File: src/rtl/calc_pkg.sv
`default_nettype none
// ============================================================================
// Module  : calc_pkg
// Purpose : Shared definitions for the button debounce controller:
//           per-button FSM state encoding, default timing constants and a
//           helper that derives the tick divider from the clock rates.
// Ports   : none (package)
// Revision: 1.0 - initial release
// ============================================================================
package calc_pkg;

  // Default timing: 100 MHz clock, 1 kHz sample tick, 10 stable ticks.
  localparam int unsigned c_clk_hz_default       = 100_000_000;
  localparam int unsigned c_tick_hz_default      = 1_000;
  localparam int unsigned c_stable_ticks_default = 10;

  // Per-button debounce FSM, 2-bit encoding.
  typedef enum logic [1:0] {
    S_LO   = 2'd0,
    CHK_HI = 2'd1,
    S_HI   = 2'd2,
    CHK_LO = 2'd3
  } btn_state_e;

  // Clock cycles per sample tick. Degenerate rate combinations collapse to
  // a divider of 1 so the counter never gets a zero or negative range.
  function automatic int unsigned tick_div(input int unsigned clk_hz,
                                           input int unsigned tick_hz);
    if ((tick_hz == 0) || (clk_hz < tick_hz)) begin
      return 1;
    end
    return clk_hz / tick_hz;
  endfunction

endpackage : calc_pkg
`default_nettype wire

File: src/rtl/btn_debounce_ctrl_tick_gen.sv
`default_nettype none
// ============================================================================
// Module  : tick_gen
// Purpose : Free-running divider producing a one-cycle sample strobe.
//           The counter runs 0 .. (CLK_HZ/TICK_HZ)-1 and wraps; tick is high
//           exactly in the terminal-count cycle.
// Ports   : clkin - sole clock (rising edge)
//           reset - synchronous active-high reset, clears the counter
//           tick  - one-cycle strobe every CLK_HZ/TICK_HZ cycles
// Revision: 1.0 - initial release
// ============================================================================
module tick_gen
  import calc_pkg::*;
#(
  parameter int unsigned CLK_HZ  = c_clk_hz_default,
  parameter int unsigned TICK_HZ = c_tick_hz_default
) (
  input  logic clkin,
  input  logic reset,
  output logic tick
);

  localparam int unsigned c_div = tick_div(CLK_HZ, TICK_HZ);
  localparam int unsigned c_cw  = (c_div > 1) ? $clog2(c_div) : 1;
  localparam logic [c_cw-1:0] c_terminal = c_cw'(c_div - 1);

  logic [c_cw-1:0] cnt_q;
  logic [c_cw-1:0] cnt_d;
  logic            w_terminal;

  assign w_terminal = (cnt_q == c_terminal);

  always_comb begin
    cnt_d = w_terminal ? '0 : cnt_q + 1'b1;
  end

  always_ff @(posedge clkin) begin
    if (reset) begin
      cnt_q <= '0;
    end else begin
      cnt_q <= cnt_d;
    end
  end

  // Decoded straight from the counter: after reset the count is 0, which is
  // not terminal for any divider above 1, so tick is low during reset.
  assign tick = w_terminal;

endmodule : tick_gen
`default_nettype wire

File: src/rtl/btn_debounce_ctrl.sv
`default_nettype none
// ============================================================================
// Module  : btn_debounce_ctrl
// Purpose : Debounces NBTN asynchronous push buttons. Each raw input is
//           double-flop synchronised, then watched by an independent
//           4-state FSM that accepts a level change only after STABLE_TICKS
//           consecutive sample ticks at the new level. A press produces a
//           one-cycle strobe coincident with the rising debounced level.
// Ports   : clkin     - sole clock (rising edge)
//           reset     - synchronous active-high reset
//           btn_raw   - raw button levels, 1 = pressed (asynchronous)
//           btn_level - debounced level per button
//           btn_pulse - one-cycle press strobe per button
//           tick      - shared one-cycle sample strobe
// Revision: 1.0 - initial release
// ============================================================================
module btn_debounce_ctrl
  import calc_pkg::*;
#(
  parameter int unsigned CLK_HZ       = c_clk_hz_default,
  parameter int unsigned TICK_HZ      = c_tick_hz_default,
  parameter int unsigned STABLE_TICKS = c_stable_ticks_default,
  parameter int          NBTN         = 5
) (
  input  logic            clkin,
  input  logic            reset,
  input  logic [NBTN-1:0] btn_raw,
  output logic [NBTN-1:0] btn_level,
  output logic [NBTN-1:0] btn_pulse,
  output logic            tick
);

  // Counter is wide enough to hold STABLE_TICKS itself.
  localparam int unsigned c_cntw = (STABLE_TICKS > 0) ? $clog2(STABLE_TICKS + 1) : 1;
  localparam logic [c_cntw-1:0] c_cnt_max  = c_cntw'(STABLE_TICKS);
  localparam logic [c_cntw:0]   c_stable_x = (c_cntw + 1)'(STABLE_TICKS);

  // --------------------------------------------------------------------------
  // Sample-tick generator
  // --------------------------------------------------------------------------
  logic w_tick;

  tick_gen #(
    .CLK_HZ  (CLK_HZ),
    .TICK_HZ (TICK_HZ)
  ) u_tick_gen (
    .clkin (clkin),
    .reset (reset),
    .tick  (w_tick)
  );

  assign tick = w_tick;

  // --------------------------------------------------------------------------
  // Two-flop synchroniser for every raw input
  // --------------------------------------------------------------------------
  logic [NBTN-1:0] sync1_q;
  logic [NBTN-1:0] sync2_q;

  always_ff @(posedge clkin) begin
    if (reset) begin
      sync1_q <= '0;
      sync2_q <= '0;
    end else begin
      sync1_q <= btn_raw;
      sync2_q <= sync1_q;
    end
  end

  // --------------------------------------------------------------------------
  // Per-button debounce FSM
  // --------------------------------------------------------------------------
  for (genvar gi = 0; gi < NBTN; gi++) begin : g_btn

    btn_state_e      state_q;
    btn_state_e      state_d;
    logic [c_cntw-1:0] cnt_q;
    logic [c_cntw-1:0] cnt_d;
    logic            pulse_q;
    logic            pulse_d;
    logic            w_sync;
    logic [c_cntw:0] w_cnt_inc;
    logic            w_last;
    logic            w_level;
    logic            w_pulse;

    assign w_sync    = sync2_q[gi];
    assign w_cnt_inc = {1'b0, cnt_q} + 1'b1;
    // This tick is the one that brings the count up to STABLE_TICKS.
    assign w_last    = (w_cnt_inc >= c_stable_x);

    // State register. The press strobe is registered alongside the state so
    // it appears in the first S_HI cycle, aligned with the rising level.
    always_ff @(posedge clkin) begin
      if (reset) begin
        state_q <= S_LO;
        cnt_q   <= '0;
        pulse_q <= 1'b0;
      end else begin
        state_q <= state_d;
        cnt_q   <= cnt_d;
        pulse_q <= pulse_d;
      end
    end

    // Next-state logic. Leaving a stable state reacts on any cycle and
    // clears the counter, so a tick in that same cycle is never counted
    // toward the new candidate level.
    always_comb begin
      state_d = state_q;
      cnt_d   = cnt_q;
      pulse_d = 1'b0;
      case (state_q)
        S_LO: begin
          if (w_sync) begin
            state_d = CHK_HI;
            cnt_d   = '0;
          end
        end
        CHK_HI: begin
          if (!w_sync) begin
            // Glitch: back to the old level, no output change.
            state_d = S_LO;
            cnt_d   = '0;
          end else if (w_tick) begin
            if (w_last) begin
              state_d = S_HI;
              cnt_d   = '0;
              pulse_d = 1'b1;
            end else if (cnt_q != c_cnt_max) begin
              cnt_d = cnt_q + 1'b1;
            end
          end
        end
        S_HI: begin
          if (!w_sync) begin
            state_d = CHK_LO;
            cnt_d   = '0;
          end
        end
        CHK_LO: begin
          if (w_sync) begin
            state_d = S_HI;
            cnt_d   = '0;
          end else if (w_tick) begin
            if (w_last) begin
              state_d = S_LO;
              cnt_d   = '0;
            end else if (cnt_q != c_cnt_max) begin
              cnt_d = cnt_q + 1'b1;
            end
          end
        end
        default: begin
          state_d = S_LO;
          cnt_d   = '0;
        end
      endcase
    end

    // Output decode: the debounced level holds through CHK_LO until the
    // release is confirmed.
    always_comb begin
      w_level = (state_q == S_HI) || (state_q == CHK_LO);
      w_pulse = pulse_q;
    end

    assign btn_level[gi] = w_level;
    assign btn_pulse[gi] = w_pulse;

  end : g_btn

endmodule : btn_debounce_ctrl
`default_nettype wire

File: config.mk
export PLATFORM = sky130hd
export DESIGN_NAME = btn_debounce_ctrl
export DESIGN_NICKNAME = d
export VERILOG_FILES = /design/src/rtl/calc_pkg.sv /design/src/rtl/btn_debounce_ctrl_tick_gen.sv /design/src/rtl/btn_debounce_ctrl.sv
export SDC_FILE = /design/constraint.sdc
export NUM_CORES = 1
export LEC_CHECK = 0
export ABC_AREA = 1
export CAP_MARGIN = 20
export CORE_MARGIN = 2
export CORE_UTILIZATION = 60
export DETAILED_ROUTE_END_ITERATION = 12
export PLACE_DENSITY = 0.85
export SLEW_MARGIN = 40
export SYNTH_ARGS = -nofsm -noshare
export SYNTH_HDL_FRONTEND = slang
export SYNTH_SLANG_ARGS = --single-unit
File: constraint.sdc
create_clock -name clkin -period 2.3 [get_ports clkin]
set_clock_uncertainty 0.2 [all_clocks]
set_input_delay 0.46 -clock clkin [delete_from_list [all_inputs] [get_ports clkin]]
set_output_delay 0.46 -clock clkin [all_outputs]
set_load 0.01 [all_outputs]
Word level (Yosys, flattened, before mapping)

Index checks and enable logic that the tools add are counted.

Word-level logic and storage cells: 212
Input bits: 7
Output and inout port bits: 11
Flip-flop bits (word level): 62

Muxes and demuxes: 90
Reductions and logical operators: 26
Bitwise logic cells: 11
Order comparisons: 5
Equal/unequal tests: 51
Add/sub/neg operators: 11

Operator list:

| operator                                               | count |
|---|---|
| two-way mux 4 bit                                      | 35 |
| two-way mux 2 bit                                      | 40 |
| case mux 4 bit (4 select lines)                        | 5 |
| case mux 2 bit (4 select lines)                        | 5 |
| inequality test 3 x 2 -> 1 bit (second input constant) | 10 |
| inequality test 3 bit (second input constant)          | 10 |
| AND reduction 6 bit                                    | 5 |
| adder 4 x 1 -> 5 bit (second input constant)           | 5 |
| >= comparator 5 x 4 -> 1 bit (second input constant)   | 5 |
| adder 4 x 1 -> 4 bit (second input constant)           | 5 |
| equality test 2 bit (second input constant)            | 10 |
| inequality test 2 bit (second input constant)          | 10 |
| inequality test 4 bit (second input constant)          | 5 |
| OR reduction 4 bit                                     | 5 |
| adder 17 x 1 -> 17 bit (second input constant)         | 1 |
| equality test 17 bit (second input constant)           | 1 |
| NOT 1 bit                                              | 11 |
| equality test 2 x 1 -> 1 bit (second input constant)   | 5 |
| logical NOT 2 bit                                      | 5 |
| AND reduction 2 bit                                    | 5 |
| logical OR 1 bit                                       | 5 |
| two-way mux 1 bit                                      | 5 |
| OR reduction 2 bit                                     | 1 |

Logic depth before layout (Yosys ltp)

Depth in word-level cells: 6
Gate-level depth with buffers: 12
Gate-level depth less buffers: 12

Hierarchy

A second synthesis with hierarchy kept.

Cell total of the unflattened synthesis: 533
Area total of the unflattened synthesis: 3,649.8 um^2

By module, submodules not included:

| module            | cells each | seq. area each (um^2) | times used | area an instance (um^2) |
|---|---|---|---|---|
| btn_debounce_ctrl | 391        | 900.9                 | 1          | 2,720.1 |
| tick_gen          | 142        | 340.3                 | 1          | 929.6 |

Worst setup path after synthesis

OpenSTA, ideal clock, no wires.

Kind: register to output
Start point: register u_tick_gen.cnt_q[0]
End point: output port tick
Required time: 1.640 ns
Slack: 0.491 ns
Data arrival time: 1.149 ns
Path buffers: 1
Cell stages (with the launch flop): 7
Cell sequence: dfxtp_1 -> ha_1 -> nand3_1 -> inv_2 -> nand2_1 -> nor2_2 -> buf_4

Longest elaborated chain between the ends: 1

RTL lines:

| item                   | line                             | source |
|---|---|---|
| start, declared        | btn_debounce_ctrl_tick_gen.sv:27 | `logic [c_cw-1:0] cnt_q;` |
| start signal, assigned | btn_debounce_ctrl_tick_gen.sv:41 | `cnt_q <= cnt_d;` |
| equality test 17 bit   | btn_debounce_ctrl_tick_gen.sv:31 | `assign w_terminal = (cnt_q == c_terminal);` |
| end, declared          | btn_debounce_ctrl.sv:30          | `output logic tick` |

No other way between the ends.

Worst setup path in the final report

Start point: register u_tick_gen.cnt_q[9]
End point: output port tick

The elaborated chain is that of the path after synthesis.

==> run summary <==
kind of critical path = flip-flop to output pin
Hold Fails Final Rpt = 0
#FFs+latches synth = 62
Core Rows = 27
CP Max Fanout = 6
ys async rst share = 0%
Slew HR = 75.1%
post-synthesis xor/xnor area fraction = 2.29%
largest net degree at the start of global routing = 34
R2R Setup Slk = 0.24 ns
area grow syn2layout = 14.4%
Die ar. = 0.00636 mm^2
hold_buf cts = 0
hold depth = 2
Final #Nets = 564
final setup margin = 0.168 ns
vias in the first global route = 3,044
mux cell area share after synthesis = 0%
CTS Root Cell = clkbuf_8
synth unique cells = 34
Max Root-Sink Buffers = 2
compound-cell area share of the yosys netlist = 7.59%
clk sinks = 62
Synth Instances = 516
synth cell count leaders = 126 x nand2_1, 77 x nor2_1, 72 x inv_1
EDFF count, synth = 0
Final Total Pwr = 2.29 mW
hold wc startpoint = sync1_q[3]$_SDFF_PP0_
post-route antenna net violation count = 0
share of the yosys chip area belonging to registers = 36.0%
Avg WL per Cell = 12.2 um
total gr overflow = 0
vias per cell = 5.23
Tightest Hold Check Type = flip-flop to flip-flop
Ant. Diodes = 0
Synth top area share = 36.0%
biggest area consumer among synthesized cells = dfxtp_1
Post-synth top flop = dfxtp_1
first-pass GRT wire length = 12.8 mm
Initial Util = 62.2%
status = finished, final reports clean
pre-CTS setup slack = 0.0343 ns
vias = 3,235
CTS tree = yes
critical path launch point = u_tick_gen.cnt_q[9]$_SDFF_PP0_
Post-DP HPWL = 5.36 mm
DR pass1 iterations = 4
top-count cell post-synth = nand2_1
I/O Buffers = 17
fraction of the mapped netlist area in simple logic gates = 36.4%
area of the multi-input gates = 0.00181 mm^2
Die Ht = 79.8 um
Post-Syn Area = 0.00345 mm^2
# H-tree levels = 3
crit share post-route = 92.7%
GP Congestion = 0.867
Final Cell Area = 0.00394 mm^2
capture point of the worst reg-to-reg path = g_btn[2].pulse_q$_SDFF_PP0_
Filler cells = 452
setup violators final = 0
maximum VDD drop = 0.435 mV
Worst Path Required = 1.64 ns
YS warnings = 0
Pleak = 1.78 nW
kind of end point of the critical path = output pin
gr usage total = 25.5%
syn_area_per_cell = 6.68 um^2
Slew @ Worst Pin = 0.373 ns
core area = 0.00554 mm^2
worst reg-to-reg path cell count = 8
Worst-Skew Late Latency = 0.35 ns
TritonCTS Buffers = 9
drt total wl = 7.56 mm
hold slack final = 0.202 ns
IO Pins = 18
Setup crit start kind = flip-flop
DP Area = 0.00370 mm^2
RSZ-0062 raised after global routing = no
Max Fclk = 469 MHz
max-cap violations = 0
Residual DRC = 0
largest family of logic cells by synthesized area = simple AND/OR/NAND/NOR gates
Reg clk slew, reported paths = 0.07 ns
Min Clock Period, post-route = 2.13 ns
Die W = 79.8 um
initial antenna violation count = 0
largest cells by area after synthesis = dfxtp_1 36%, nand2_1 14%, nor2_1 8.4%
initial drt markers = 182
Pwr Density = 581 mW/mm^2
reg2reg start = u_tick_gen.cnt_q[9]$_SDFF_PP0_
post-synthesis adder-cell area fraction = 5.81%
register area = 0.00124 mm^2
crit path DAT = 1.47 ns
Hold Path End = sync2_q[3]$_SDFF_PP0_
fraction of layout cells with a size suffix above 1 = 9.16%
Post-Syn Nets = 539
setup TNS = 0 ns
number of max-slew violations in the final report = 0
registers in the layout (all words and copies together), names as in the netlist, named ones only:
name and flops:
g_btn.pulse_q 5, sync1_q 5, u_tick_gen.cnt_q 17, g_btn.cnt_q 20, sync2_q 5, g_btn.state_q 5
per-layer routing:
| layer | up-vias | GRT usage [%] | routed length [um] |
|---|---|---|---|
| li1 | 1681 | - | - |
| met5 | - | 0 | 0 |
| met2 | 95 | 45.5 | 3680 |
| met4 | 0 | 11.4 | 203 |
| met1 | 1435 | 28.8 | 3310 |
| met3 | 24 | 5.88 | 369 |
timing repair:
| action | in CTS | in global routing |
|---|---|---|
| endpoints found under the setup margin | 1 | 1 |
| hold endpoints to repair | 0 | 0 |
| pin swaps | 1 | 1 |
| setup buffers | 0 | 2 |
| gates resized for setup | 4 | 1 |
power by group:
| group | switching (mW) | total, mW | internal [mW] |
|---|---|---|---|
| combinational | 0.0751 | 0.123 | 0.0477 |
| sequential | 0.0174 | 1.11 | 1.10 |
| clock | 0.441 | 1.05 | 0.612 |
| total | 0.533 | 2.29 | 1.76 |
cells by family (layout without fill, tap and decap cells):
| logic type | Yosys count | after routing |
|---|---|---|
| buffers and inverters | 95 | 125 |
| AND/OR/NAND/NOR | 287 | 287 |
| flip-flops | 62 | 62 |
| XOR/XNOR | 9 | 9 |
| AO/OA/AOI/OAI | 47 | 47 |
| adder cells (fa/ha/maj) | 16 | 16 |
worst max-delay path by stage:
stage / to / slack (ns) / cells after the start
2_1_floorplan: tick / 0.49 / 6
3_3_place_gp: tick / 0.05 / 6
3_5_place_dp: tick / 0.03 / 5
4_1_cts: tick / 0.02 / 6
5_1_grt: tick / 0.04 / 6
6_report: tick / 0.17 / 5
final cells by class:
| cell class | count | share of cell area, % |
|---|---|---|
| multi-input cells | 359 | 45.8 |
| flip-flops and latches | 62 | 31.5 |
| repair buffers | 36 | 7.81 |
| inverters | 73 | 6.95 |
| clock buffers | 9 | 3.14 |
| clock inverters | 7 | 2.51 |
| well taps | 72 | 2.29 |
cells in the final DEF, fill, tap and decap left out, types with 4 or more instances in the layout:
| cell | synthesis | final |
|---|---|---|
| nand2_1 | 126 | 126 |
| and3_1 | 4 | 4 |
| inv_1 | 72 | 72 |
| nor2_1 | 77 | 77 |
| o21ai_1 | 5 | 5 |
| clkdlybuf4s50_1 | 0 | 16 |
| dfxtp_1 | 62 | 62 |
| o21ai_0 | 4 | 4 |
| xor2_1 | 8 | 8 |
| nand4_1 | 17 | 17 |
| nand3_1 | 44 | 43 |
| buf_4 | 12 | 19 |
| or2_2 | 4 | 4 |
| ha_1 | 16 | 16 |
| a21oi_1 | 28 | 28 |
| clkbuf_8 | 0 | 9 |
metrics by stage:
step | std cells | util [%]
after global routing | 618 | 71.1
after floorplan | 516 | -
final | 618 | 71.1
after detailed placement | 600 | 66.8
after CTS | 616 | 71.0
after global placement | 600 | 66.8
worst max-delay path, cell delays in order (launching register included):
cell	delay, ns
dfxtp_1	0.38
nand2_2	0.12
nor2_1	0.14
nand3_1	0.12
nor2_4	0.20
clkbuf_2	0.17
Power figures use the tool's default switching activity.
